==> src/rtl/disparity_search_ctrl_if.sv <==
// Request/result handshake between the disparity search controller and the 6x6 SSD engine.
// One request is outstanding at a time; the engine answers with a single ssd_valid_in strobe.
interface disparity_search_ctrl_if #(
  parameter int X_W   = 9,
  parameter int Y_W   = 9,
  parameter int SSD_W = 23
) ();
  logic             req_valid_out;
  logic [X_W-1:0]   left_x_out;
  logic [X_W-1:0]   right_x_out;
  logic [Y_W-1:0]   y_out;
  logic             ssd_valid_in;
  logic [SSD_W-1:0] ssd_in;

  modport master (
    output req_valid_out, left_x_out, right_x_out, y_out,
    input  ssd_valid_in, ssd_in
  );

  modport slave (
    input  req_valid_out, left_x_out, right_x_out, y_out,
    output ssd_valid_in, ssd_in
  );
endinterface

==> src/rtl/disparity_search_ctrl.sv <==
// Walks candidate disparities 0..last_d for one left block, issuing one SSD request per
// candidate and keeping the first minimum; reports best disparity/SSD or a timeout abort.
module disparity_search_ctrl #(
  parameter int MAX_DISP = 16,
  parameter int X_W      = 9,
  parameter int Y_W      = 9,
  parameter int SSD_W    = 23,
  parameter int D_W      = 5,
  parameter int TIMEOUT  = 64
) (
  input  logic             clk_in,
  input  logic             rst_in,
  input  logic             start_in,
  input  logic [X_W-1:0]   block_x_in,
  input  logic [Y_W-1:0]   block_y_in,
  output logic             busy_out,
  output logic             done_out,
  output logic             err_out,
  output logic [D_W-1:0]   best_disp_out,
  output logic [SSD_W-1:0] best_ssd_out,
  disparity_search_ctrl_if.master ssd_bus
);

  localparam int TMR_W = (TIMEOUT > 2) ? $clog2(TIMEOUT) : 1;

  typedef enum logic [2:0] {S_IDLE, S_ISSUE, S_WAIT, S_DONE, S_ERR} state_t;

  state_t           state_q, state_d;
  logic [D_W-1:0]   d_q, last_d_q, best_disp_q;
  logic [TMR_W-1:0] timer_q;
  logic [SSD_W-1:0] best_ssd_q;
  logic [X_W-1:0]   left_x_q, right_x_q;
  logic [Y_W-1:0]   y_q;

  logic             better;
  logic             timed_out;
  logic [D_W-1:0]   cand_disp;
  logic [SSD_W-1:0] cand_ssd;

  // Strict compare: a tie never displaces the earlier (smaller) disparity.
  assign better    = ssd_bus.ssd_in < best_ssd_q;
  assign cand_disp = better ? d_q : best_disp_q;
  assign cand_ssd  = better ? ssd_bus.ssd_in : best_ssd_q;
  assign timed_out = timer_q == TMR_W'(TIMEOUT - 2);

  assign ssd_bus.left_x_out  = left_x_q;
  assign ssd_bus.right_x_out = right_x_q;
  assign ssd_bus.y_out       = y_q;

  always_ff @(posedge clk_in or negedge rst_in) begin
    if (!rst_in) state_q <= S_IDLE;
    else         state_q <= state_d;
  end

  always_comb begin
    state_d               = state_q;
    busy_out              = 1'b1;
    done_out              = 1'b0;
    err_out               = 1'b0;
    ssd_bus.req_valid_out = 1'b0;
    case (state_q)
      S_IDLE: begin
        busy_out = 1'b0;
        if (start_in) state_d = S_ISSUE;
      end
      S_ISSUE: begin
        ssd_bus.req_valid_out = 1'b1;
        state_d               = S_WAIT;
      end
      S_WAIT: begin
        if (ssd_bus.ssd_valid_in) state_d = (d_q == last_d_q) ? S_DONE : S_ISSUE;
        else if (timed_out)       state_d = S_ERR;
      end
      S_DONE: begin
        done_out = 1'b1;
        state_d  = S_IDLE;
      end
      S_ERR: begin
        err_out = 1'b1;
        state_d = S_IDLE;
      end
      default: state_d = S_IDLE;
    endcase
  end

  always_ff @(posedge clk_in or negedge rst_in) begin
    if (!rst_in) begin
      d_q           <= '0;
      last_d_q      <= '0;
      timer_q       <= '0;
      best_disp_q   <= '0;
      best_ssd_q    <= '0;
      left_x_q      <= '0;
      right_x_q     <= '0;
      y_q           <= '0;
      best_disp_out <= '0;
      best_ssd_out  <= '0;
    end else begin
      case (state_q)
        S_IDLE: begin
          if (start_in) begin
            left_x_q    <= block_x_in;
            right_x_q   <= block_x_in;
            y_q         <= block_y_in;
            d_q         <= '0;
            best_ssd_q  <= '1;
            best_disp_q <= '0;
            // Clamp the range so right_x never goes below zero.
            last_d_q    <= (block_x_in < X_W'(MAX_DISP - 1)) ? D_W'(block_x_in)
                                                             : D_W'(MAX_DISP - 1);
          end
        end
        S_ISSUE: timer_q <= '0;
        S_WAIT: begin
          if (ssd_bus.ssd_valid_in) begin
            best_disp_q <= cand_disp;
            best_ssd_q  <= cand_ssd;
            if (d_q == last_d_q) begin
              best_disp_out <= cand_disp;
              best_ssd_out  <= cand_ssd;
            end else begin
              d_q       <= d_q + D_W'(1);
              right_x_q <= right_x_q - X_W'(1);
            end
          end else begin
            timer_q <= timer_q + TMR_W'(1);
          end
        end
        default: ;
      endcase
    end
  end

endmodule
==> src/flat_wrapper.sv <==
// flat-port wrapper written by rule: the top's interface ports become plain ports
module disparity_search_ctrl_flat 
#(
  parameter int MAX_DISP = 16,
  parameter int X_W      = 9,
  parameter int Y_W      = 9,
  parameter int SSD_W    = 23,
  parameter int D_W      = 5,
  parameter int TIMEOUT  = 64
)
  (clk_in, rst_in, start_in, block_x_in, block_y_in, busy_out, done_out, err_out, best_disp_out, best_ssd_out, ssd_bus_req_valid_out, ssd_bus_left_x_out, ssd_bus_right_x_out, ssd_bus_y_out, ssd_bus_ssd_valid_in, ssd_bus_ssd_in);
  disparity_search_ctrl_if #(.X_W(X_W), .Y_W(Y_W), .SSD_W(SSD_W)) ssd_bus_i ();
  input  logic clk_in;
  input  logic rst_in;
  input  logic start_in;
  input  logic [X_W-1:0] block_x_in;
  input  logic [Y_W-1:0] block_y_in;
  output logic busy_out;
  output logic done_out;
  output logic err_out;
  output logic [D_W-1:0] best_disp_out;
  output logic [SSD_W-1:0] best_ssd_out;
  output wire logic [$bits(ssd_bus_i.req_valid_out)-1:0] ssd_bus_req_valid_out;
  output wire logic [$bits(ssd_bus_i.left_x_out)-1:0] ssd_bus_left_x_out;
  output wire logic [$bits(ssd_bus_i.right_x_out)-1:0] ssd_bus_right_x_out;
  output wire logic [$bits(ssd_bus_i.y_out)-1:0] ssd_bus_y_out;
  input wire logic [$bits(ssd_bus_i.ssd_valid_in)-1:0] ssd_bus_ssd_valid_in;
  input wire logic [$bits(ssd_bus_i.ssd_in)-1:0] ssd_bus_ssd_in;
  assign ssd_bus_req_valid_out = ssd_bus_i.req_valid_out;
  assign ssd_bus_left_x_out = ssd_bus_i.left_x_out;
  assign ssd_bus_right_x_out = ssd_bus_i.right_x_out;
  assign ssd_bus_y_out = ssd_bus_i.y_out;
  assign ssd_bus_i.ssd_valid_in = ssd_bus_ssd_valid_in;
  assign ssd_bus_i.ssd_in = ssd_bus_ssd_in;
  disparity_search_ctrl #(.MAX_DISP(MAX_DISP), .X_W(X_W), .Y_W(Y_W), .SSD_W(SSD_W), .D_W(D_W), .TIMEOUT(TIMEOUT)) u_core (.clk_in(clk_in), .rst_in(rst_in), .start_in(start_in), .block_x_in(block_x_in), .block_y_in(block_y_in), .busy_out(busy_out), .done_out(done_out), .err_out(err_out), .best_disp_out(best_disp_out), .best_ssd_out(best_ssd_out), .ssd_bus(ssd_bus_i));
endmodule
==> config.mk <==
export PLATFORM = sky130hd
export DESIGN_NAME = disparity_search_ctrl_flat
export DESIGN_NICKNAME = d
export VERILOG_FILES = /design/src/rtl/disparity_search_ctrl_if.sv /design/src/rtl/disparity_search_ctrl.sv /design/src/flat_wrapper.sv
export SDC_FILE = /design/constraint.sdc
export NUM_CORES = 1
export LEC_CHECK = 0
export ABC_AREA = 1
export BUFFER_PORTS_ARGS = -buffer_cell sky130_fd_sc_hd__clkbuf_2
export CAP_MARGIN = 25
export CORE_MARGIN = 3
export CORE_UTILIZATION = 30
export CTS_BUF_LIST = sky130_fd_sc_hd__clkbuf_4 sky130_fd_sc_hd__clkbuf_8
export CTS_CLUSTER_DIAMETER = 60
export DETAILED_ROUTE_END_ITERATION = 16
export SLEW_MARGIN = 20
export SYNTH_ARGS = -nofsm -noshare
export SYNTH_HDL_FRONTEND = slang
export SYNTH_SLANG_ARGS = --single-unit
==> constraint.sdc <==
create_clock -name clk_in -period 1.8 [get_ports clk_in]
set_clock_uncertainty 0.05 [all_clocks]
set_input_delay 0.09 -clock clk_in [delete_from_list [all_inputs] [get_ports clk_in]]
set_output_delay 0.09 -clock clk_in [all_outputs]
set_load 0.02 [all_outputs]
==> flow_summary.yaml, run 1 <==
status:
  status: "finished with violations"
  violations: "negative setup slack"
logic_synthesis:
  synth.yosys.warnings: 0
  synth.area.top_cells: "dfrtp_1 46%, nand2_1 15%, inv_1 7.0%"
  avgSynthCellArea_um2: 7.67
  synthCells: 729
  synth_area_mm2: 0.00559
  synth_nets: 800
  yosysUniqueCellTypes: 32
  synth_top_area_cell: "dfrtp_1"
  yosysTopAreaCellShare: 0.456
  ys_ff_latch: 102
  synth.yosys.seq_area_share: 0.456
cts:
  cts_tree: "yes"
  clock_path_buffers: 2
  clkLatencyLatePin_ns: 0.38
  cts.sinks: 102
  numCtsBuffers: 9
  h-tree-depth: 3
  clkTransAtPathRegs_ns: 0.10
  cts_root_buffer: "clkbuf_8"
grt:
  antenna_found_initial: 1
  grt-ovfl-total: 0
  grt_usage: 0.165
  first_global_vias: 5240
  grt_max_degree: 41
  grt_pass1_wl_mm: 26.8
die:
  fp-row-count: 49
  coreArea_mm2: 0.0181
  ioPinCount: 104
  dieArea_mm2: 0.0203
  die_w_um: 143
  chipHeight_um: 143
  initial_utilization: 0.308
route:
  postRouteAntennaNets: 0
  via_count: 5228
  drtIter0Drc: 364
  drcViolationCount: 0
  viasPerCell: 4.67
  first_pass_iters: 4
  wire_per_inst_um: 14.7
  drt-total-wl_mm: 16.4
finish:
  diodes: 0
  layout_common_cells: "180 x nand2_1, 102 x clkbuf_2, 101 x dfrtp_1"
  syn2layout_area_growth_pct: 41.4
  layout-drive-gt1-share: 0.358
  multi_input_comb_area_mm2: 0.00316
  fin_nets: 957
  nFillCells: 1761
  final_common_cell: "nand2_1"
  register_area_mm2: 0.00255
placement:
  place.gp.congestion: 0.833
  dp_slack_ns: -0.138
  portBuffers: 103
  dp_hpwl_mm: 10.7
critical_path:
  cpMaxStageDelayCell: "dfrtp_1"
  start_kind: "register"
  cp.arrival_ns: 2.14
  cpMostUsedCell: "nand2_4"
  path_class: "reg2reg"
  timing.critical_path.cells: "inv_2 > ha_4 > nand2_4 > nor2_4 > nand2_2 > nor2_4 > nand2_4 > nand3_4 > buf_12 > nand2_4 > nand3_2 > nand2_1"
  worstSetupEndpointType: "register"
  critPathMaxFanout: 7
  cpPeakStageDelay_ns: 0.38
  r2r_slack_ns: -0.11
  required_ns: 2.03
sta:
  fmax_mhz: 522
  worst_pin_slew_ns: 0.421
  fin_crit_sh: 1.06
  finalSetupViolCount: 56
  worst_slack_ns: -0.114
  slew_headroom: 0.720
  finalHoldWorstSlack_ns: 0.0585
  drv_slew: 0
  hold_violations: 0
  period_minus_slack_ns: 1.91
  rsz0062_at_grt: "yes"
power_and_ir_drop:
  max-vdd-ir-drop_mv: 0.552
  p_leak_uw: 0.00423
  powerDensity_mw_per_mm2: 1450
hold_path:
  hold_class: "in2reg"
run:
  max_cap_viol_count: 0
==> cell type report <==
class,instances,area share
multi-input combinational,485,0.400
timing repair buffer,178,0.160
inverter,110,0.0528
clock buffer,11,0.0183
tap,229,0.0362
sequential,102,0.323
clock inverter,5,0.0104
==> logic make-up after synthesis <==
logic type,after synthesis,synth area share
fa+ha+maj,26,0.0582
compound gates,82,0.0792
buf+inv,142,0.108
flops,102,0.456
xor+xnor,7,0.0110
simple gates,370,0.287
==> routing by layer <==
| layer | part of all wire | global-route usage | wire, µm | vias to the layer above |
|---|---|---|---|---|
| met2 | 0.46 | 0.261 | 7590 | 107 |
| li1 | - | - | - | 2645 |
| met5 | 0.00055 | 0 | 9 | - |
| met3 | 0.049 | 0.0306 | 810 | 21 |
| met4 | 0.016 | 0.0495 | 265 | 2 |
| met1 | 0.47 | 0.230 | 7740 | 2453 |
==> power by group <==
part	total (µW)	internal [µW]	switching (µW)
clock network	1680	837	841
logic	6360	2540	3820
registers	3470	2990	483
==> critical path: cells and delay by family, from the launching register on <==
family                   cells  cell delay (ns)
adder cells (fa/ha/maj)      1             0.27
buffers and inverters        2             0.26
flip-flops                   1             0.38
AND/OR/NAND/NOR              9             0.85
==> flip-flops by register name, indices dropped and copies added (netlist names) <==
register / flops
u_core.ssd_bus.y_out: 9
u_core.best_disp_out: 5
u_core.best_ssd_out: 23
u_core.ssd_bus.left_x_out: 9
u_core.last_d_q: 5
u_core.ssd_bus.right_x_out: 9
u_core.d_q: 5
u_core.state_q: 3
u_core.timer_q: 6
u_core.best_ssd_q: 23
u_core.best_disp_q: 5
==> synthesized netlist by cell type <==
master,instances
a22oi_1,3
nor2_2,1
buf_4,2
a21boi_0,1
a21oi_1,34
nand2_4,1
a31oi_1,1
nor2_1,24
a41oi_1,1
ha_1,26
xor2_1,6
a2bb2oi_1,2
buf_6,6
inv_1,105
dfrtp_1,102
nand3_1,73
nor2_4,3
nand2_1,230
nand4_1,32
a21o_1,2
o22ai_1,2
inv_2,5
nand3_2,1
o21ai_1,4
nand2_2,1
buf_2,16
o21ai_0,31
o211ai_1,1
buf_1,2
xnor2_1,1
clkbuf_1,6
nor3_1,4
==> per-stage QoR <==
step                      power, µW  cell area [µm²]  TNS (ns)  cells   util
after floorplan                6500             5600         0    729      -
after global placement         8090             6570     -5.27   1068  0.362
after detailed placement       8150             6570     -5.61   1068  0.362
after CTS                     11000             7680     -2.78   1115  0.423
after global routing          12400             7910    -10.67   1120  0.436
final                         11500             7910     -4.50   1120  0.436
==> timing repair <==
item                                    in CTS  in global routing
hold buffers                                19                  0
endpoints found under the setup margin      56                 71
pin swaps                                   35                 39
setup buffers                               10                  5
cloned                                       2                  0
hold endpoints to repair                   124                  0
resized for setup                          135                 53
==> path summary, 6_finish.rpt <==
check / cells after the start / endpoint / startpoint
max in group asynchronous: 3 / u_core.best_ssd_q[9] / rst_in
min in group asynchronous: 2 / u_core.ssd_bus.right_x_out[1] / rst_in
setup / recovery: 12 / u_core.best_ssd_q[4] / u_core.best_ssd_q[21]
hold / removal: 5 / u_core.state_q[2] / start_in
setup reg to reg: 12 / u_core.best_ssd_q[4] / u_core.best_ssd_q[21]
hold reg to reg: 2 / u_core.ssd_bus.y_out[8] / u_core.ssd_bus.y_out[8]
Note: power is estimated with default switching activity, not from simulation.
==> inputs of run 2 (changes only) <==
- GPL_ROUTABILITY_DRIVEN: not set -> 0
- PLACE_DENSITY_LB_ADDON: not set -> 0.1
- clock period: 1.8 -> 2 ns (I/O delays scaled with it)
==> flow_summary.yaml, run 2 (synthesized netlist as in run 1, its figures left out) <==
critical_path:
  reg2reg_from: "u_core.best_ssd_q[10]"
  reg2reg_depth: 12
  r2r_slack_ns: 0.05
  crit_end: "u_core.best_disp_q[1]"
  cp-startpoint: "u_core.best_ssd_q[10]"
  worstSetupEndpointType: "register"
  path_class: "reg2reg"
  cpMaxStageDelayCell: "dfrtp_1"
  cpPeakStageDelay_ns: 0.36
  start_kind: "register"
  r2r_end: "u_core.best_disp_q[1]"
  critPathMaxFanout: 11
  timing.critical_path.cells: "inv_1 > ha_4 > nand2_2 > nor2_2 > nand2_2 > nor2_4 > nand2_4 > nand3_4 > clkbuf_16 > nand2_1 > nand3_1 > nand2_1"
  required_ns: 2.22
  cp.arrival_ns: 2.17
cts:
  numCtsBuffers: 9
  cts.sinks: 102
  cts_root_buffer: "clkbuf_8"
  clkLatencyLatePin_ns: 0.38
  cts_tree: "yes"
  h-tree-depth: 3
  clock_path_buffers: 2
  clkTransAtPathRegs_ns: 0.11
die:
  initial_utilization: 0.308
  coreArea_mm2: 0.0181
  die_w_um: 143
  dieArea_mm2: 0.0203
  fp-row-count: 49
  chipHeight_um: 143
  ioPinCount: 104
route:
  drt-total-wl_mm: 16.6
  postRouteAntennaNets: 0
  drcViolationCount: 0
  first_pass_iters: 4
  viasPerCell: 4.70
  wire_per_inst_um: 15.2
  drtIter0Drc: 288
  via_count: 5134
grt:
  grt_max_degree: 41
  grt_usage: 0.159
  first_global_vias: 5088
  grt-ovfl-total: 0
  antenna_found_initial: 0
  grt_pass1_wl_mm: 25.9
hold_path:
  hold_class: "in2reg"
  hold_depth: 5
finish:
  layout_common_cells: "216 x nand2_1, 102 x clkbuf_2, 102 x dfrtp_1"
  layout-drive-gt1-share: 0.247
  syn2layout_area_growth_pct: 30.0
  finalNonFillerCells: 1093
  fin_nets: 931
  final_common_cell: "nand2_1"
  diodes: 0
  top_regs: "u_core.best_ssd_out: 23 flops, u_core.best_ssd_q: 23 flops"
sta:
  rsz0062_at_grt: "yes"
  period_minus_slack_ns: 1.95
  drv_slew: 0
  worst_pin_slew_ns: 0.438
  hold_violations: 0
  slew_headroom: 0.708
  finalSetupViolCount: 0
  fmax_mhz: 513
  fin_crit_sh: 0.975
  finalHoldWorstSlack_ns: 0.0473
placement:
  dp_hpwl_mm: 10.8
  portBuffers: 103
  dp.cells: 1048
status:
  status: "complete, no violations"
run:
  max_cap_viol_count: 0
power_and_ir_drop:
  powerDensity_mw_per_mm2: 1300
  total_power_uw: 9430
  max-vdd-ir-drop_mv: 0.477
  p_leak_uw: 0.00384
[run 2: critical path: cells and delay by family (launching register included)]
kind | cells | cell delay [ns]
and+or+nand+nor | 9 | 0.87
DFF | 1 | 0.36
adders and majority gates | 1 | 0.29
buffers and inverters | 2 | 0.28
[run 2: metrics by stage]
step / instance area [µm²] / utilization / setup TNS [ns] / setup slack (ns)
3_5_place_dp: 6400 / 0.353 / 0 / 0.0100
4_1_cts: 6820 / 0.376 / 0 / 0.0166
5_1_grt: 7270 / 0.401 / -0.867 / -0.0557
2_1_floorplan: 5590 / - / 0 / 0.165
6_report: 7270 / 0.401 / 0 / 0.0502
3_3_place_gp: 6400 / 0.353 / 0 / 0.00965
[run 2: layer usage]
| layer | global-route usage | wire length [µm] |
|---|---|---|
| met1 | 0.217 | 8010 |
| met2 | 0.260 | 7570 |
| met3 | 0.0360 | 896 |
| met4 | 0.0350 | 126 |
| met5 | 0 | 0 |
[run 2: layout make-up]
type / instances / area [µm²]
clock inverters: 5 / 83.8
multi-input cells: 485 / 2720
repair buffers: 152 / 1080
flip-flops and latches: 102 / 2550
fillers: 1848 / 10900
inverters: 110 / 418
well taps: 229 / 287
clock buffers: 10 / 138
[run 2: worst min path at each step]
stage / slack (ns) / to / startpoint
floorplan: -0.25 / u_core.best_disp_out[0] / rst_in
global placement: 0.02 / u_core.best_ssd_out[4] / rst_in
detailed placement: 0.03 / u_core.best_ssd_out[4] / rst_in
CTS: 0.02 / u_core.best_ssd_q[11] / ssd_bus_ssd_in[11]
global route: 0.05 / u_core.best_ssd_q[11] / ssd_bus_ssd_in[11]
finish: 0.05 / u_core.best_ssd_q[11] / ssd_bus_ssd_in[11]
[run 2: power by group]
group	internal [µW]	switching, µW
clock network	736	772
registers	2690	420
logic	1870	2940
[run 2: what timing repair did]
action                                  4_1_cts  5_1_grt
gates resized for setup                       3       64
pin swaps                                     0       28
hold buffers                                 19        0
endpoints found under the setup margin        3       65
buffers inserted                              0        7
gates cloned                                  0        4
hold endpoints to repair                     65        0
